===== config.mk =====
export PLATFORM = sky130hd
export DESIGN_NAME = param_register_file
export DESIGN_NICKNAME = d
export VERILOG_FILES = /design/src/rtl/param_register_file.sv
export SDC_FILE = /design/constraint.sdc
export NUM_CORES = 2
export LEC_CHECK = 0
export ABC_CLOCK_PERIOD_IN_PS = 7810
export CORE_MARGIN = 4
export CORE_UTILIZATION = 45
export CTS_CLUSTER_SIZE = 14
export DETAILED_ROUTE_END_ITERATION = 6
export HOLD_SLACK_MARGIN = 0.03
export MAX_ROUTING_LAYER = met4
export SLEW_MARGIN = 20
export SYNTH_ARGS = -nofsm -noshare
export SYNTH_HDL_FRONTEND = slang
export SYNTH_SLANG_ARGS = --single-unit

===== constraint.sdc =====
create_clock -name clk -period 7.81 [get_ports clk]
set_clock_uncertainty 0.1 [all_clocks]
set_input_delay 2.343 -clock clk [delete_from_list [all_inputs] [get_ports clk]]
set_output_delay 2.343 -clock clk [all_outputs]
set_load 0.005 [all_outputs]

===== src/rtl/param_register_file.sv =====
// Purpose : parametrised 2-read/1-write register file with byte-lane writes and a per-register busy scoreboard.
// Latency : reads and busy lookups are combinational (0 cycles); writes and busy updates land on the rising edge.
// Backpressure: none; every write/busySet strobe is accepted on the edge it is presented.
//
// Ports:
//   clk, rst_n        rising-edge clock; asynchronous active-low clear of data and busy bits
//   A1/A2 -> RD1/RD2  read addresses and read data
//   RD1busy/RD2busy   pending-write flag for A1/A2
//   A3, WD3, writeEN, BE  write port with byte-lane enables (BE[i] covers WD3[8i+7:8i])
//   busySet, busyAddr mark a register as having a pending write
//   anyBusy           OR of every busy bit
//
// Optional macro REGFILE_BYPASS_EN: write-first forwarding of a same-cycle write to the read ports.
// Without it the read ports show stored state only (read-before-write).

module param_register_file #(
  parameter int DATA_WIDTH = 32,
  parameter int ADDR_WIDTH = 5,
  parameter int ZERO_REG   = 1
) (
  input  logic                    clk,
  input  logic                    rst_n,
  input  logic [ADDR_WIDTH-1:0]   A1,
  input  logic [ADDR_WIDTH-1:0]   A2,
  input  logic [ADDR_WIDTH-1:0]   A3,
  input  logic [DATA_WIDTH-1:0]   WD3,
  input  logic                    writeEN,
  input  logic [DATA_WIDTH/8-1:0] BE,
  input  logic                    busySet,
  input  logic [ADDR_WIDTH-1:0]   busyAddr,
  output logic [DATA_WIDTH-1:0]   RD1,
  output logic [DATA_WIDTH-1:0]   RD2,
  output logic                    RD1busy,
  output logic                    RD2busy,
  output logic                    anyBusy
);

  localparam int DEPTH    = 1 << ADDR_WIDTH;
  localparam int NBYTES   = DATA_WIDTH / 8;
  localparam bit HAS_ZERO = (ZERO_REG != 0);

  logic [DATA_WIDTH-1:0] mem [DEPTH];
  logic [DEPTH-1:0]      busy;
  logic [DEPTH-1:0]      busy_nxt;
  logic                  wr_ok;
  logic [DATA_WIDTH-1:0] rd1_stored;
  logic [DATA_WIDTH-1:0] rd2_stored;
  logic [DATA_WIDTH-1:0] rd1_val;
  logic [DATA_WIDTH-1:0] rd2_val;
  logic                  rd1_busy_val;
  logic                  rd2_busy_val;

  // Writes to the hardwired zero register are dropped entirely.
  assign wr_ok = writeEN && !(HAS_ZERO && (A3 == '0));

  // Data array: only enabled byte lanes are updated.
  always_ff @(posedge clk or negedge rst_n) begin
    if (!rst_n) begin
      for (int i = 0; i < DEPTH; i++) begin
        mem[i] <= '0;
      end
    end else if (wr_ok) begin
      for (int b = 0; b < NBYTES; b++) begin
        if (BE[b]) begin
          mem[A3][8*b +: 8] <= WD3[8*b +: 8];
        end
      end
    end
  end

  // Scoreboard update. The set is applied after the clear so that a new
  // producer issued on the same edge as the old one's writeback stays pending.
  // A write clears busy even with BE=0: the producer has retired either way.
  always_comb begin
    busy_nxt = busy;
    if (writeEN) begin
      busy_nxt[A3] = 1'b0;
    end
    if (busySet) begin
      busy_nxt[busyAddr] = 1'b1;
    end
    if (HAS_ZERO) begin
      busy_nxt[0] = 1'b0;
    end
  end

  always_ff @(posedge clk or negedge rst_n) begin
    if (!rst_n) begin
      busy <= '0;
    end else begin
      busy <= busy_nxt;
    end
  end

  assign rd1_stored = (HAS_ZERO && (A1 == '0)) ? '0 : mem[A1];
  assign rd2_stored = (HAS_ZERO && (A2 == '0)) ? '0 : mem[A2];

`ifdef REGFILE_BYPASS_EN
  logic [DATA_WIDTH-1:0] wr_merged;
  logic                  hit1;
  logic                  hit2;

  // Value the target register will hold after this edge.
  always_comb begin
    wr_merged = mem[A3];
    for (int b = 0; b < NBYTES; b++) begin
      if (BE[b]) begin
        wr_merged[8*b +: 8] = WD3[8*b +: 8];
      end
    end
  end

  // wr_ok already excludes the zero register, so it never forwards.
  assign hit1 = wr_ok && (A1 == A3);
  assign hit2 = wr_ok && (A2 == A3);

  assign rd1_val      = hit1 ? wr_merged : rd1_stored;
  assign rd2_val      = hit2 ? wr_merged : rd2_stored;
  // A forwarded read is no longer pending unless a new producer targets it now.
  assign rd1_busy_val = hit1 ? (busySet && (busyAddr == A1)) : busy[A1];
  assign rd2_busy_val = hit2 ? (busySet && (busyAddr == A2)) : busy[A2];
`else
  assign rd1_val      = rd1_stored;
  assign rd2_val      = rd2_stored;
  assign rd1_busy_val = busy[A1];
  assign rd2_busy_val = busy[A2];
`endif

  // Hold every output at zero while reset is asserted, including any
  // forwarded write data presented during reset.
  assign RD1     = rst_n ? rd1_val : '0;
  assign RD2     = rst_n ? rd2_val : '0;
  assign RD1busy = rst_n & rd1_busy_val;
  assign RD2busy = rst_n & rd2_busy_val;
  assign anyBusy = |busy;

endmodule


==> reports/metrics.cfg <==
[run_status]
status=finished clean

[worst_setup_path]
crit_type=input port to output port
path_max_fanout=19
worstSetupEndpointType=output port
r2r_setup_slack_ns=6.90
cp-start-kind=input port
crit_chain=clkdlybuf4s50_1, inv_1, nand2_1, or3_2, buf_4, o221ai_1, clkdlybuf4s50_1
cp.arrival_ns=5.27
slowest_stage=or3_2
required_ns=5.37
max_stage_delay_ns=0.65
path_common_cell=clkdlybuf4s50_1

[routing]
met3_length_um=10300
drt_first_pass_iters=6
ant_nets=0
viasPerCell=6.34
wl_met2_um=84200
drt-met1-wl_um=77600
drc=0
drt_iter0_drc=2890
highest_layer=met4
wirelength_um=178000
vias=35000
wl_per_cell_um=32.3

[synth]
synthCells=3649
yosysWarningCount=0
ys_top_cells_by_area=dfrtp_1 47%, mux4_2 21%, mux2_2 20%
netlist_area_um2=56400
synth_edf_count=0
ys_types=42
syn_area_per_cell_um2=15.5
async_reset_ff_share_pct=100
synth_most_common_cell=dfrtp_1
synth.net_count=3709
synth_top_area_share_pct=46.8
yosysSeqAreaShare_pct=46.8
synth_largest_area_cell=dfrtp_1
synth_common_cells=1055 x dfrtp_1, 1010 x mux2_2, 518 x mux4_2, 247 x mux2i_1, 204 x clkbuf_1
ys_ff_latch=1055
ys.flop_type=dfrtp_1

[clocking]
clock-root-buffer=clkbuf_16
cts_sinks=1055
cts_buffers=116
ctsLongestPathBuffers=3
cts_tree=built
ctsHtreeMaxLevel=3
hold_buffers=0
cts.reportedPaths.clkPinSlew_ns=0.05
clkLatencyLatePin_ns=0.73

[flow_run]
drv_cap=0

[placed_design]
gp_congestion=0.910
dp_hpwl_um=120000
portBuffers=126
dpl-instance-area_um2=60300
numPlacedInstances=5299

[layout]
stdcell_count=5525
drive_gt1_share_pct=53.9
nets=3840
multi_input_area_um2=28600
final_util_pct=51.7
seq_area_um2=26400
finish.instance_area_um2=64100
synthToLayoutAreaGrowth_pct=13.6
fillCellCount=10300

[worst_hold_path]
hold_path.class=register to register

[die]
die-area_um2=131000
die_h_um=362
die_x_um=362
io_pins=127
core_um2=124000
rows=129
start_util_pct=45.5

[timing]
finalSetupViolCount=0
slew_violations=0
max_slew_margin_pct=22.8
rsz0062_at_grt=false
fin_crit_sh_pct=98.7
hold_violations=0
fin_setup_tns_ns=0
worst_slew_pin_slew_ns=1.15
fmax_mhz=130
fin_crit_ns=7.71

[pwr]
p_leak_nw=27.9
ir_worst_vdd_uv=185
power_w=0.0149
p_per_area_nw_per_um2=233

[global_routing]
antenna_found_initial=14
grtUsageTotal_pct=28.2
grt_pass1_vias=36200
grt_pass1_wl_um=262000
grt_max_degree=151
grt_overflow=0

-- cell usage in the layout (no fill, tap or decap), types with 8 or more instances in the layout --
cell type,instances
o22a_1,49
nor2_2,124
clkbuf_1,25
nand2_1,83
mux4_2,518
a211oi_1,8
buf_4,184
clkinv_2,25
diode_2,11
nand3_1,8
buf_12,27
clkbuf_16,118
mux2_2,1010
nor2b_1,9
o22ai_1,14
a221o_1,10
nor4_1,8
o21ai_0,50
o221ai_1,48
dfrtp_1,1055
mux2i_1,247
buf_2,15
nor2_1,11
clkdlybuf4s50_1,104
clkbuf_8,32
-- registers in the layout, indices dropped and copies added (netlist names) --
signal,cells
mem,1024
busy,31
-- repair_timing --
item,in CTS,in global routing
buffers inserted,0,0
setup endpoints to repair,1,0
gates resized for setup,1,0
-- cell type report --
type | instances | share of cell area (%)
diodes | 11 | 0.0429
clock buffers | 174 | 5.42
clock inverters | 41 | 0.634
inverters | 4 | 0.0234
multi-input cells | 2266 | 44.6
flip-flops and latches | 1055 | 41.2
well taps | 1637 | 3.19
repair buffers | 337 | 4.90
-- routing by layer --
metal,up-vias,global-route usage [%]
met5,-,-
met4,0,8.50
met3,271,4.89
met2,1093,43.2
met1,19100,38.9
li1,14500,-
-- worst max-delay path, delay by kind of cell --
family / cells / cell delay, ns
buf+inv: 4 / 1.69
simple gates: 2 / 0.81
compound gates: 1 / 0.34
-- metrics by stage --
step / setup slack (ns) / hold slack (ns)
floorplan: 1.41 / 0.341
global placement: -0.0390 / 0.276
detailed placement: -0.0548 / 0.283
CTS: 0.166 / 0.297
global route: 0.0827 / 0.304
finish: 0.0986 / 0.293
-- where the power goes --
part / switching, W / total [W] / leakage, nW / internal, W
sequential: 0.000520 / 0.00671 / 14.0 / 0.00619
combinational: 0.00113 / 0.00263 / 12.0 / 0.00150
clock: 0.00235 / 0.00561 / 1.92 / 0.00326
total: 0.00400 / 0.0149 / 27.9 / 0.0109
-- final timing paths --
kind	from	endpoint	cells past startpoint
max	A2[4]	RD2[26]	7
min	mem[1009]	mem[1009]	0
max reg2reg	busy[24]	busy[24]	2
min reg2reg	mem[1009]	mem[1009]	0
max in group asynchronous	rst_n	mem[457]	5
min in group asynchronous	rst_n	mem[740]	1
-- cell families after synthesis --
| family | after synthesis | synth area share (%) |
|---|---|---|
| multiplexers | 1775 | 45.2 |
| AND/OR/NAND/NOR | 287 | 2.76 |
| AO/OA/AOI/OAI | 204 | 2.69 |
| buffers and inverters | 328 | 2.55 |
| flip-flops | 1055 | 46.8 |
No activity file was read; power rests on OpenSTA's default activity.
